<file path="config.mk">
export PLATFORM = sky130hd
export DESIGN_NAME = rv32_alu_arbiter
export DESIGN_NICKNAME = d
export VERILOG_FILES = /design/src/rtl/rv32_alu_arbiter.sv
export SDC_FILE = /design/constraint.sdc
export NUM_CORES = 1
export LEC_CHECK = 0
export BUFFER_PORTS_ARGS = -buffer_cell sky130_fd_sc_hd__buf_2
export CAP_MARGIN = 30
export CORE_UTILIZATION = 35
export CTS_BUF_LIST = sky130_fd_sc_hd__clkbuf_4
export DETAILED_ROUTE_END_ITERATION = 16
export GPL_TIMING_DRIVEN = 0
export SYNTH_ARGS = -nofsm -noshare
export SYNTH_HDL_FRONTEND = slang
export SYNTH_SLANG_ARGS = --single-unit
</file>
<file path="constraint.sdc">
create_clock -name clk -period 7.3 [get_ports clk]
set_input_delay 0.365 -clock clk [delete_from_list [all_inputs] [get_ports clk]]
set_output_delay 0.365 -clock clk [all_outputs]
set_load 0.005 [all_outputs]
</file>
<file path="src/rtl/rv32_alu_arbiter.sv">
// Two-requester arbiter in front of a single RV32 integer ALU, with a one-entry registered response slot.
// Define RV32_ALU_ARB_FIXED_PRIO_EN to make requester 0 always win contention instead of round-robin.
package rv32_alu_arbiter_pkg;
  typedef enum logic [3:0] {
    ALU_ADD, ALU_SUB, ALU_SLL, ALU_SLT, ALU_SLTU,
    ALU_XOR, ALU_SRL, ALU_SRA, ALU_OR,  ALU_AND
  } int_alu_op_t;

  localparam int unsigned OP_W = $bits(int_alu_op_t);
endpackage

// Purely combinational RV32 integer ALU.
module rv32_int_alu
  import rv32_alu_arbiter_pkg::*;
(
  input  logic [31:0] op1,
  input  logic [31:0] op2,
  input  int_alu_op_t opsel,
  output logic [31:0] result_c
);
  logic [4:0] shamt;
  assign shamt = op2[4:0];

  always_comb begin
    result_c = '0;
    case (opsel)
      ALU_ADD:  result_c = op1 + op2;
      ALU_SUB:  result_c = op1 - op2;
      ALU_SLL:  result_c = op1 << shamt;
      ALU_SLT:  result_c = {31'b0, $signed(op1) < $signed(op2)};
      ALU_SLTU: result_c = {31'b0, op1 < op2};
      ALU_XOR:  result_c = op1 ^ op2;
      ALU_SRL:  result_c = op1 >> shamt;
      ALU_SRA:  result_c = 32'($signed(op1) >>> shamt);
      ALU_OR:   result_c = op1 | op2;
      ALU_AND:  result_c = op1 & op2;
      default:  result_c = '0;
    endcase
  end
endmodule

module rv32_alu_arbiter
  import rv32_alu_arbiter_pkg::*;
#(
  parameter int unsigned TAG_W = 4
) (
  input  logic                  clk,
  input  logic                  resetn,
  input  logic [1:0]            req_valid,
  output logic [1:0]            req_ready,
  input  logic [1:0][31:0]      req_op1,
  input  logic [1:0][31:0]      req_op2,
  input  logic [1:0][OP_W-1:0]  req_opsel,
  input  logic [1:0][TAG_W-1:0] req_tag,
  output logic                  rsp_valid,
  input  logic                  rsp_ready,
  output logic [31:0]           rsp_result,
  output logic                  rsp_id,
  output logic [TAG_W-1:0]      rsp_tag,
  output logic [31:0]           op_count
);
  typedef enum logic {S_EMPTY, S_FULL} state_t;

  state_t      state_q, state_d;
  logic [1:0]  grant_c;
  logic        gnt_idx_c;
  logic        can_accept_c;
  logic        accept_c;
  logic [31:0] alu_result_c;

`ifdef RV32_ALU_ARB_FIXED_PRIO_EN
  // Requester 0 wins every contention; no fairness state.
  always_comb begin
    grant_c = req_valid;
    if (req_valid == 2'b11) grant_c = 2'b01;
  end
`else
  logic last_q;

  // Under contention, the requester not granted most recently wins.
  always_comb begin
    grant_c = req_valid;
    if (req_valid == 2'b11) grant_c = last_q ? 2'b01 : 2'b10;
  end

  // Pointer only moves on an accepted grant, never on a stalled one.
  always_ff @(posedge clk or negedge resetn) begin
    if (!resetn)       last_q <= 1'b1;
    else if (accept_c) last_q <= gnt_idx_c;
  end
`endif

  assign gnt_idx_c    = grant_c[1];
  assign rsp_valid    = (state_q == S_FULL);
  assign can_accept_c = (state_q == S_EMPTY) || (rsp_valid && rsp_ready);
  assign req_ready    = grant_c & {2{can_accept_c && resetn}};
  assign accept_c     = |req_ready;

  rv32_int_alu u_alu (
    .op1      (req_op1[gnt_idx_c]),
    .op2      (req_op2[gnt_idx_c]),
    .opsel    (int_alu_op_t'(req_opsel[gnt_idx_c])),
    .result_c (alu_result_c)
  );

  // Response slot: an accept always refills; a drain without accept empties.
  always_comb begin
    state_d = state_q;
    if (accept_c)                           state_d = S_FULL;
    else if (state_q == S_FULL && rsp_ready) state_d = S_EMPTY;
  end

  always_ff @(posedge clk or negedge resetn) begin
    if (!resetn) begin
      state_q    <= S_EMPTY;
      rsp_result <= '0;
      rsp_id     <= 1'b0;
      rsp_tag    <= '0;
      op_count   <= '0;
    end else begin
      state_q <= state_d;
      if (accept_c) begin
        rsp_result <= alu_result_c;
        rsp_id     <= gnt_idx_c;
        rsp_tag    <= req_tag[gnt_idx_c];
        op_count   <= op_count + 32'd1;
      end
    end
  end
endmodule

</file>
==> run_results.csv <==
group,metric,value,unit
timing,tns,0,ns
placed_design,port_buffers,215,
worst_setup_path,critical_path_class,"reg2reg",
power_and_ir_drop,peakVddDrop,100.1,uV
yosys,yosys.area.top_type,"dfrtp_1",
die,rows,74,
global_routing,use_met1,54.54,%
die,start_util,35.41,%
die,fp.dieH,205.0,um
global_routing,grt-busiest-layer,"met2",
routing,drtPass1Iterations,12,
routing,wire_per_inst,30.06,um
yosys,ys.warnings.count,0,
timing,rsz0062_at_grt,"false",
clocking,ctsHtreeMaxLevel,3,
clocking,clock_sinks,71,
die,die_area,42030,um^2
timing,worst-slew-pin-transition,1.049,ns
global_routing,overflow,0,
routing,remaining_drc_errors,1,
layout,layout_commonest_cell,"nand2_1",
global_routing,antenna_found_initial,6,
placed_design,place_area,16300,um^2
die,die_width,205.0,um
worst_setup_path,crit_path_end_kind,"register",
timing,fin_skew,0.03545,ns
clocking,cts_tree,"yes",
layout,fillers,4429,
yosys,syn_inst,2103,
timing,fin_crit,7.248,ns
yosys,synth-seq-cells,71,
layout,area_growth,14.38,%
power_and_ir_drop,power.total,2.996,mW
yosys,synth.area.top_cells,"dfrtp_1 12%, nand2_1 10%, mux2i_1 9.8%",
global_routing,grt_util_met2,60.27,%
yosys,syn-num-nets,2354,
clocking,clk_latency,0.49,ns
global_routing,grt_max_degree,64,
timing,fmax,138.0,MHz
yosys,synth_seq_area_share,12.33,%
yosys,synth_edf_count,0,
worst_setup_path,required,7.65,ns
yosys,synthArstFlopShare,100.0,%
placed_design,place_congestion,1.075,
worst_setup_path,crit_arrival,7.60,ns
die,io_pins,221,
layout,layout.cells.most_common_list,"389 x nand2_1, 258 x buf_2, 200 x nor2_1",
routing,viasPerCell,6.442,
timing,min_period_over_period,99.29,%
timing,max_slew_margin,29.31,%
die,core_region_area,40740,um^2
power_and_ir_drop,power_density,181.6,nW/um^2
yosys,synth_ff_type,"dfrtp_1",
layout,stdcell_area,16500,um^2
timing,drv_slew,0,
routing,detail-route-antenna-nets,0,
global_routing,grt_pass1_vias,17216,
power_and_ir_drop,leakage,7.673,nW
yosys,syn_area_per_cell,6.859,um^2
yosys,syn-cell-area,14420,um^2
timing,setup_viol,0,
outcome,violations,"DRC",
routing,num_vias,18572,
outcome,status,"finished with violations",
clocking,root_buffer,"clkbuf_4",
clocking,postCtsSetupBuffers,0,
run,drv_cap,0,
placed_design,hpwl,70100,um
clocking,cts_max_path_buffers,2,
clocking,clk_pin_slew_worst_paths,0.18,ns
hold_path,hp-class,"in2reg",
yosys,yosysUniqueCellTypes,97,
yosys,synth_top_cell_area_share,12.14,%
global_routing,grt_usage,40.28,%
worst_setup_path,crit_fanout,10,
routing,drtIter0Drc,2580,
timing,hold_viol,0,
clocking,cts-buffers-inserted,9,
global_routing,grt_pass1_wl,122400,um
global_routing,met3_usage,8.829,%
routing,routed_wl,86670,um
timing,hold-worst-slack,0.09206,ns
layout,num-nets-final,2596,
worst_setup_path,worstSetupStartpointType,"register",
layout,drive_gt1_share,16.21,%
[path summary, 6_finish.rpt]
path                                   to         start  slack (ns)  cells after the start
max in group asynchronous  rsp_result[26]        resetn        6.45                      3
hold reg to reg              op_count[31]  op_count[31]        0.49                      1
hold / removal                 rsp_tag[0]    req_tag[4]        0.09                      3
setup / recovery            rsp_result[0]        last_q        0.05                     22
setup reg to reg            rsp_result[0]        last_q        0.05                     22
min in group asynchronous       rsp_valid        resetn        0.22                      2
[cell usage after synthesis, drive strengths merged, types with 8 or more instances]
| cell | instances |
|---|---|
| nor3 | 33 |
| and2 | 9 |
| and3 | 16 |
| nand4 | 14 |
| a311oi | 8 |
| mux2 | 27 |
| o31a | 8 |
| a221oi | 21 |
| o2111ai | 9 |
| a31oi | 34 |
| inv | 107 |
| a21o | 13 |
| o31ai | 20 |
| or3 | 10 |
| clkbuf | 72 |
| a21oi | 163 |
| nor4 | 21 |
| a211oi | 50 |
| xor2 | 11 |
| nand2b | 26 |
| nand3 | 45 |
| o21bai | 10 |
| o22ai | 14 |
| nor2b | 23 |
| ha | 100 |
| nor2 | 200 |
| a2111oi | 9 |
| a22oi | 24 |
| xnor2 | 42 |
| dfrtp | 70 |
| mux2i | 144 |
| nand2 | 389 |
| o211ai | 34 |
| buf | 80 |
| o21ai | 125 |
| o221ai | 9 |
[logic make-up after synthesis]
group                    Yosys count  synth area share [%]
XOR/XNOR                          53                 3.218
flip-flops                        71                 12.33
AO/OA/AOI/OAI                    637                 30.12
AND/OR/NAND/NOR                  804                 24.36
multiplexers                     175                 13.00
buffers and inverters            261                 8.024
adder cells (fa/ha/maj)          102                 8.952
[critical path: stages, from the launching register on]
cell      delay [ns]
dfstp_2         0.63
a21bo_1         0.14
buf_6           0.19
buf_4           0.26
buf_6           0.21
buf_6           0.23
buf_6           0.23
clkbuf_1        0.41
buf_8           0.23
clkbuf_1        0.66
nand2_1         0.11
nand2_1         0.30
ha_1            0.31
clkbuf_1        0.25
a221oi_1        0.51
nor4_1          0.10
o41ai_1         0.59
a31o_2          0.19
a22oi_1         0.24
o21bai_1        0.22
a211oi_1        0.08
o21ai_0         0.82
a21oi_1         0.15
[report_power, final]
| group | total, mW | switching (mW) | internal (mW) | leakage, nW |
|---|---|---|---|---|
| logic | 2.21 | 1.51 | 0.696 | 6.67 |
| registers | 0.504 | 0.0550 | 0.449 | 0.939 |
| clock network | 0.283 | 0.207 | 0.0756 | 0.0615 |
| total | 3.00 | 1.78 | 1.22 | 7.67 |
[timing repair]
item,in CTS,in global routing
setup endpoints to repair,0,1
hold buffers,1,0
resized for setup,0,1
hold endpoints to repair,23,0
[layout make-up]
cell class	instances	area, um^2	area share [%]
repair buffers	231	1261	7.644
diodes	1	2.502	0.01517
flip-flops and latches	71	1778	10.78
multi-input cells	1771	11500	69.73
inverters	109	414.1	2.510
clock buffers	9	67.56	0.4095
well taps	532	665.6	4.035
plain buffers	152	744.5	4.512
clock inverters	7	60.06	0.3640
[state kept, by name, summed over array words and instances, names as in the netlist]
signal	cells
rsp_tag	4
rsp_result	32
last_q	1
rsp_valid	1
op_count	32
rsp_id	1
[through the flow]
stage / worst slack (ns) / instances / utilization (%)
floorplan: 2.649 / 2103 / -
global placement: 0.04517 / 2850 / 39.68
detailed placement: 0.2369 / 2861 / 40.02
CTS: 0.3308 / 2878 / 40.36
global route: 0.1074 / 2883 / 40.50
finish: 0.05214 / 2883 / 40.50
[per-layer routing]
metal | share of wire [%] | vias up
met5 | 0.032 | -
met4 | 5.2 | 4
met3 | 11 | 208
met2 | 42 | 1260
met1 | 42 | 9014
li1 | - | 8086
Power figures use the tool's default switching activity.
